--- src/rtl/core_pkg.sv ---
// core_pkg: shared definitions for the core tile scheduler.
//   - tile geometry defaults (N_GROUP x N_UNIT outputs, N_MUL-deep K slice)
//   - operand/accumulator widths of the core datapath
//   - scheduler state encoding
//   - sparse_mode encodings driven onto core in_valid
package core_pkg;

  localparam int N_GROUP = 4;   // tile_M
  localparam int N_UNIT  = 4;   // tile_N
  localparam int N_MUL   = 4;   // tile_K per beat
  localparam int DW_MUL  = 8;   // multiplier operand width
  localparam int DW_ADD  = 20;  // accumulator width

  typedef enum logic [2:0] {
    ST_IDLE  = 3'd0,
    ST_CLEAR = 3'd1,
    ST_FETCH = 3'd2,
    ST_DRAIN = 3'd3,
    ST_OUT   = 3'd4
  } sched_state_e;

  localparam logic [1:0] SPARSE_DENSE = 2'd0;
  localparam logic [1:0] SPARSE_2OF4  = 2'd1;
  localparam logic [1:0] SPARSE_1OF4  = 2'd2;
  localparam logic [1:0] SPARSE_RSVD  = 2'd3;

  // Bits needed to hold the values 0..n.
  function automatic int cnt_w(input int n);
    return (n < 1) ? 1 : $clog2(n + 1);
  endfunction

endpackage

--- src/rtl/core_tile_sched_cnt.sv ---
// sched_cnt: loadable up-counter with terminal-count flag.
// Ports:
//   i_clk, i_rst_n   clock / async active-low reset
//   i_load           load i_load_val (wins over i_inc)
//   i_load_val       load value
//   i_inc            increment by one
//   i_term           terminal value
//   o_cnt            current count
//   o_tc             o_cnt == i_term
module sched_cnt #(
  parameter int W = 8
) (
  input  logic         i_clk,
  input  logic         i_rst_n,
  input  logic         i_load,
  input  logic [W-1:0] i_load_val,
  input  logic         i_inc,
  input  logic [W-1:0] i_term,
  output logic [W-1:0] o_cnt,
  output logic         o_tc
);

  logic [W-1:0] r_cnt;

  always_ff @(posedge i_clk or negedge i_rst_n) begin
    if (!i_rst_n)    r_cnt <= '0;
    else if (i_load) r_cnt <= i_load_val;
    else if (i_inc)  r_cnt <= r_cnt + W'(1);
  end

  assign o_cnt = r_cnt;
  assign o_tc  = (r_cnt == i_term);

endmodule

--- src/rtl/core_tile_sched.sv ---
// core_tile_sched: sequences one output tile of the core dot-product array
// across a programmable number of K beats.
//   IDLE -> CLEAR (one accumulator-clear cycle) -> FETCH (one operand
//   request per beat, stalled by grant) -> DRAIN (PIPE_LAT cycles of core
//   pipeline) -> OUT (valid/ready handshake) -> IDLE with a done pulse.
// Ports:
//   i_clk, i_rst_n                 clock / async active-low reset
//   i_start, i_k_tiles, i_base_a,
//   i_base_b, i_sparse_mode        tile command, latched on accepted start
//   o_busy, o_done                 tile in flight / end-of-tile pulse
//   o_rd_req, o_rd_addr_a/b, i_rd_gnt   operand fetch interface
//   o_core_enable, o_core_in_valid,
//   o_core_clear                   core control
//   o_out_valid, i_out_ready       finished-tile handshake
//   o_stall_cnt                    only with CORE_SCHED_PERF_EN: fetch-stall
//                                  plus output-backpressure cycles, saturating
module core_tile_sched
  import core_pkg::*;
#(
  parameter int DW_CNT   = 8,
  parameter int AW       = 10,
  parameter int PIPE_LAT = 2
) (
  input  logic              i_clk,
  input  logic              i_rst_n,
  input  logic              i_start,
  input  logic [DW_CNT-1:0] i_k_tiles,
  input  logic [AW-1:0]     i_base_a,
  input  logic [AW-1:0]     i_base_b,
  input  logic [1:0]        i_sparse_mode,
  output logic              o_busy,
  output logic              o_done,
  output logic              o_rd_req,
  output logic [AW-1:0]     o_rd_addr_a,
  output logic [AW-1:0]     o_rd_addr_b,
  input  logic              i_rd_gnt,
  output logic              o_core_enable,
  output logic [1:0]        o_core_in_valid,
  output logic              o_core_clear,
  output logic              o_out_valid,
  input  logic              i_out_ready
`ifdef CORE_SCHED_PERF_EN
  ,
  output logic [15:0]       o_stall_cnt
`endif
);

  localparam int DRW = cnt_w(PIPE_LAT);

  sched_state_e      r_state;
  logic              r_busy, r_done, r_req, r_en, r_clear, r_ov;
  logic [DW_CNT-1:0] r_k;
  logic [AW-1:0]     r_base_a, r_base_b;
  logic [1:0]        r_sparse;

  logic              w_accept, w_grant, w_last_grant;
  logic [DW_CNT-1:0] w_beat, w_beat_term;
  logic              w_beat_tc, w_drain_tc;
  logic [DRW-1:0]    w_drain_cnt_unused;

  assign w_accept     = (r_state == ST_IDLE) && i_start && (i_k_tiles != '0);
  assign w_grant      = r_req & i_rd_gnt;
  assign w_last_grant = w_grant & w_beat_tc;
  assign w_beat_term  = r_k - DW_CNT'(1);   // r_k is never 0 while fetching

  // Beat index: cleared on start, advances on each accepted fetch.
  sched_cnt #(.W(DW_CNT)) u_beat (
    .i_clk      (i_clk),
    .i_rst_n    (i_rst_n),
    .i_load     (w_accept),
    .i_load_val ('0),
    .i_inc      (w_grant),
    .i_term     (w_beat_term),
    .o_cnt      (w_beat),
    .o_tc       (w_beat_tc)
  );

  // Drain: loaded on the last grant, so DRAIN's first cycle coincides with
  // the final core_enable and OUT starts PIPE_LAT cycles after that pulse.
  sched_cnt #(.W(DRW)) u_drain (
    .i_clk      (i_clk),
    .i_rst_n    (i_rst_n),
    .i_load     (w_last_grant),
    .i_load_val ('0),
    .i_inc      (r_state == ST_DRAIN),
    .i_term     (DRW'(PIPE_LAT - 1)),
    .o_cnt      (w_drain_cnt_unused),
    .o_tc       (w_drain_tc)
  );

  always_ff @(posedge i_clk or negedge i_rst_n) begin
    if (!i_rst_n) begin
      r_state  <= ST_IDLE;
      r_busy   <= 1'b0;
      r_done   <= 1'b0;
      r_req    <= 1'b0;
      r_en     <= 1'b0;
      r_clear  <= 1'b0;
      r_ov     <= 1'b0;
      r_k      <= '0;
      r_base_a <= '0;
      r_base_b <= '0;
      r_sparse <= SPARSE_DENSE;
    end else begin
      r_done  <= 1'b0;
      r_clear <= 1'b0;
      r_en    <= w_grant;   // data lands in the core the cycle after grant
      case (r_state)
        ST_IDLE: if (i_start) begin
          if (w_accept) begin
            r_state  <= ST_CLEAR;
            r_busy   <= 1'b1;
            r_clear  <= 1'b1;
            r_k      <= i_k_tiles;
            r_base_a <= i_base_a;
            r_base_b <= i_base_b;
            r_sparse <= i_sparse_mode;
          end else begin
            r_done   <= 1'b1;   // empty tile: complete immediately
          end
        end
        ST_CLEAR: begin
          r_state <= ST_FETCH;
          r_req   <= 1'b1;
        end
        ST_FETCH: if (w_last_grant) begin
          r_state <= ST_DRAIN;
          r_req   <= 1'b0;
        end
        ST_DRAIN: if (w_drain_tc) begin
          r_state <= ST_OUT;
          r_ov    <= 1'b1;
        end
        ST_OUT: if (i_out_ready) begin
          r_state <= ST_IDLE;
          r_ov    <= 1'b0;
          r_busy  <= 1'b0;
          r_done  <= 1'b1;
        end
        default: r_state <= ST_IDLE;
      endcase
    end
  end

  assign o_busy          = r_busy;
  assign o_done          = r_done;
  assign o_rd_req        = r_req;
  assign o_rd_addr_a     = r_base_a + AW'(w_beat);   // wraps mod 2^AW
  assign o_rd_addr_b     = r_base_b + AW'(w_beat);
  assign o_core_enable   = r_en;
  assign o_core_in_valid = r_busy ? r_sparse : SPARSE_DENSE;
  assign o_core_clear    = r_clear;
  assign o_out_valid     = r_ov;

`ifdef CORE_SCHED_PERF_EN
  logic [15:0] r_stall_cnt;
  logic        w_stall;

  assign w_stall = ((r_state == ST_FETCH) && r_req && !i_rd_gnt) ||
                   ((r_state == ST_OUT) && r_ov && !i_out_ready);

  always_ff @(posedge i_clk or negedge i_rst_n) begin
    if (!i_rst_n)                             r_stall_cnt <= '0;
    else if (w_accept)                        r_stall_cnt <= '0;
    else if (w_stall && (r_stall_cnt != 16'hFFFF)) r_stall_cnt <= r_stall_cnt + 16'd1;
  end

  assign o_stall_cnt = r_stall_cnt;
`endif

endmodule

--- config.mk ---
export PLATFORM = sky130hd
export DESIGN_NAME = core_tile_sched
export DESIGN_NICKNAME = d
export VERILOG_FILES = /design/src/rtl/core_pkg.sv /design/src/rtl/core_tile_sched_cnt.sv /design/src/rtl/core_tile_sched.sv
export SDC_FILE = /design/constraint.sdc
export NUM_CORES = 1
export LEC_CHECK = 0
export CELL_PAD_IN_SITES_DETAIL_PLACEMENT = 1
export CELL_PAD_IN_SITES_GLOBAL_PLACEMENT = 1
export CORE_MARGIN = 10
export CORE_UTILIZATION = 35
export CTS_CLUSTER_DIAMETER = 50
export CTS_CLUSTER_SIZE = 25
export DETAILED_ROUTE_END_ITERATION = 10
export PLACE_DENSITY_LB_ADDON = 0.1
export REMOVE_ABC_BUFFERS = 1
export SLEW_MARGIN = 20
export SYNTH_ARGS = -nofsm -noshare
export SYNTH_HDL_FRONTEND = slang
export SYNTH_SLANG_ARGS = --single-unit
--- constraint.sdc ---
create_clock -name i_clk -period 3.49 [get_ports i_clk]
set_input_delay 0.698 -clock i_clk [delete_from_list [all_inputs] [get_ports i_clk]]
set_output_delay 0.698 -clock i_clk [all_outputs]
set_load 0.01 [all_outputs]
==> impl_metrics.env <==
export IMPL_pwr_share_comb_pct=59.2
export IMPL_min_path_type="in -> async"
export IMPL_dieArea_um2=12400
export IMPL_num_io_pins=63
export IMPL_ant_nets=0
export IMPL_yosys_mux_area_fraction_pct=9.94
export IMPL_skew_ns=0.00412
export IMPL_relSlewSlack_pct=58.5
export IMPL_vias=2262
export IMPL_cts_max_path_buffers=2
export IMPL_core_area_um2=8180
export IMPL_cp_slowest_cell="or4_1"
export IMPL_cts_tree="yes"
export IMPL_final_util_pct=46.4
export IMPL_clockRootBuffer="clkbuf_8"
export IMPL_cp_start_kind="flip-flop"
export IMPL_startpoint="u_beat.o_cnt[1]"
export IMPL_max_stage_delay_ns=0.45
export IMPL_drv_slew=0
export IMPL_grt_max_degree=27
export IMPL_clk_latency_ns=0.30
export IMPL_yosys_warnings=0
export IMPL_io_buffers=62
export IMPL_antenna_found_initial=0
export IMPL_pwr_share_clk_pct=11.0
export IMPL_drt_iter0_markers=40
export IMPL_required_ns=2.79
export IMPL_grtUsageTotal_pct=11.7
export IMPL_synth_ff_type="dfrtp_1"
export IMPL_num_rows=33
export IMPL_layout_area_overhead_vs_synth_pct=29.2
export IMPL_drc=0
export IMPL_yosys_register_bits=49
export IMPL_drt_first_pass_iters=4
export IMPL_peakVddDrop_v=0.000341
export IMPL_routed_wl_met3_um=339
export IMPL_period_needed_ns=3.31
export IMPL_power_frac_seq_pct=29.7
export IMPL_antennaDiodeCount=0
export IMPL_path_clk_slew_ns=0.09
export IMPL_synth_avg_cell_area_um2=10.3
export IMPL_place_gp_congestion=0.751
export IMPL_dpl_hpwl_mm=5.67
export IMPL_grt_pass1_wl_mm=12.3
export IMPL_synthAdderAreaFrac_pct=9.47
export IMPL_drt_wl_total_mm=7.20
export IMPL_ys_seq_area_share_pct=41.8
export IMPL_synth_edf_count=0
export IMPL_synth_simple_area_share_pct=15.5
export IMPL_cp_num_buf_inv=1
export IMPL_crit_family="compound AO/OA/AOI/OAI gates"
export IMPL_status="finished, final reports clean"
export IMPL_wl_per_cell_um=15.8
export IMPL_cts_htree_levels=2
export IMPL_synth_top_area_cell="dfrtp_1"
export IMPL_leakagePower_uw=0.00167
export IMPL_overflow=0
export IMPL_die_y_um=112
export IMPL_synth_compound_area_share_pct=9.73
export IMPL_maxCapViolations=0
export IMPL_synthCells=286
export IMPL_p_int_uw=2070
export IMPL_cts_sinks=49
export IMPL_grt_pass1_vias=2430
export IMPL_criticalPathCategory="reg -> out"
export IMPL_synth_top_family_by_area="simple AND/OR/NAND/NOR gates"
export IMPL_holdWs_ns=0.398
export IMPL_p_switching_uw=1340
export IMPL_worst_pin_slew_ns=0.622
export IMPL_finalSetupViolations=0
export IMPL_min_period_over_period_pct=94.7
export IMPL_netlist_area_um2=2930
export IMPL_r2r_end="r_base_b[8]"
export IMPL_crit_arrival_ns=2.61
export IMPL_reg2reg_setup_slack_ns=1.26
export IMPL_post_cts_buffers=0
export IMPL_dpl_cell_area_um2=3660
export IMPL_finalHoldViolations=0
export IMPL_final_area_um2=3790
export IMPL_r2r_start="r_state[0]"
export IMPL_initial_core_util_pct=35.9
export IMPL_synth_xor_area_share_pct=9.51
export IMPL_rr_worst_depth=4
export IMPL_fin_nets=406
export IMPL_path_max_fanout=3
export IMPL_viasPerCell=4.96
export IMPL_switching_share_pct=39.2
export IMPL_timing_setup_tns_ns=0
export IMPL_synth_cell_type_count=49
export IMPL_numCtsBuffers=5
export IMPL_crit_chain="ha_1 -> a21o_1 -> a21oi_2 -> nor2b_1 -> or4_1 -> a41o_1 -> xor2_1 -> dlygate4sd2_1"
export IMPL_rsz0062_at_grt="yes"
export IMPL_async_reset_ff_share_pct=100
export IMPL_endpoint_kind="output pin"
export IMPL_chipWidth_um=112
export IMPL_routed_wl_met2_mm=3.43
export IMPL_top_layer="met4"
export IMPL_met1Wirelength_mm=3.37
export IMPL_power_density_nw_per_um2=901
export IMPL_drive_above_1_share_pct=10.8
export IMPL_synth_top_cells_by_area="dfrtp_1 42%, ha_1 8.1%, mux2_1 6.1%"
export IMPL_synth_top_area_share_pct=41.8
export IMPL_max_freq_mhz=303
==> metal layers <==
| layer | track usage (%) | vias up |
|---|---|---|
| li1 | - | 1113 |
| met1 | 14.7 | 1101 |
| met2 | 19.2 | 43 |
| met3 | 3.33 | 5 |
| met4 | 2.83 | 0 |
| met5 | 0 | - |
==> cells in the final DEF (no fill, tap or decap), drive strengths merged, types with 4 or more instances in the layout <==
master | netlist | final
nor4 | 4 | 4
ha | 19 | 19
nand2 | 21 | 21
o21a | 7 | 7
xor2 | 11 | 11
mux2 | 25 | 25
o21ai | 10 | 10
nor3 | 6 | 6
inv | 15 | 15
xnor2 | 20 | 20
a21oi | 9 | 9
clkbuf | 4 | 8
nand3 | 6 | 6
dfrtp | 49 | 49
dlygate4sd2 | 0 | 5
and2 | 5 | 5
buf | 7 | 7
nor2b | 6 | 6
nor2 | 28 | 28
clkdlybuf4s50 | 0 | 53
==> metrics by stage <==
stage / power (uW) / worst slack [ns] / std cells
floorplan: 2180 / 0.777 / 275
global placement: 3060 / 0.206 / 448
global route: 3750 / -0.0157 / 456
finish: 3410 / 0.185 / 456
detailed placement: 3100 / 0.182 / 448
CTS: 3490 / 0.0160 / 456
==> power by group through the flow <==
stage	logic (uW)	registers, uW	clock network, uW
after floorplan	1190	990	0
after global placement	2030	1020	0
after detailed placement	2070	1030	0
after CTS	2070	1020	400
after global routing	2260	1060	423
final	2020	1020	377
==> how the worst max path moves through the flow <==
| stage | end | cells past startpoint | slack [ns] |
|---|---|---|---|
| detailed placement | o_rd_addr_a[9] | 8 | 0.18 |
| finish | o_rd_addr_b[9] | 8 | 0.18 |
| global route | o_rd_addr_b[8] | 10 | -0.02 |
| global placement | o_rd_addr_b[9] | 8 | 0.21 |
| CTS | o_rd_addr_a[8] | 10 | 0.02 |
| floorplan | o_rd_addr_b[9] | 7 | 0.78 |
==> final cells by class <==
cell class	instances	area, um2
Tap cell	105	131
Multi-Input combinational cell	211	1620
Clock buffer	7	96.3
Fill cell	945	4390
Sequential cell	49	1230
Timing Repair Buffer	68	654
Clock inverter	1	5.00
Inverter	15	56.3
==> worst register-to-register path, stage by stage, from the launching register on <==
cell	delay, ns
dfrtp_1	0.51
nor4_2	0.43
and2_2	0.53
buf_4	0.30
mux2_2	0.35
==> cells in the mapped netlist (2+ instances only) <==
library cell	instances
xor2_1	10
nor4_1	2
buf_2	4
nand4_1	2
a21boi_1	2
a31oi_1	3
inv_1	15
o21a_1	7
and3_1	2
ha_1	19
o21ai_1	4
nor2_1	28
nand2_1	21
nor3_1	5
a21o_1	3
mux2_1	16
buf_4	2
fa_1	2
mux2_2	9
nand3b_1	2
nor4_2	2
o21ai_0	6
clkbuf_1	4
nand3_1	6
and2_1	5
nor2b_1	6
dfrtp_1	49
xnor2_1	20
or4_1	2
a21oi_1	9
==> logic make-up (layout without fill, tap and decap cells) <==
kind of cell,count (synthesis),in the layout
AO/OA/AOI/OAI,43,43
XOR/XNOR,31,31
adder cells (fa/ha/maj),21,21
buffers and inverters,26,91
flip-flops,49,49
multiplexers,26,26
AND/OR/NAND/NOR,90,90
==> state kept, by name (all words and copies together), names as in the netlist <==
| register | cells |
|---|---|
| u_drain.o_cnt | 2 |
| r_k | 8 |
| r_state | 3 |
| o_core_enable | 1 |
| o_busy | 1 |
| o_out_valid | 1 |
| u_beat.o_cnt | 8 |
| r_base_b | 10 |
| r_base_a | 10 |
| o_core_clear | 1 |
| o_done | 1 |
| o_rd_req | 1 |
| r_sparse | 2 |
==> what timing repair did <==
action	4_1_cts	5_1_grt
pin swaps	2	1
gates resized for setup	10	6
hold buffers	0	0
endpoints found under the setup margin	7	3
No activity file was read; power rests on OpenSTA's default activity.
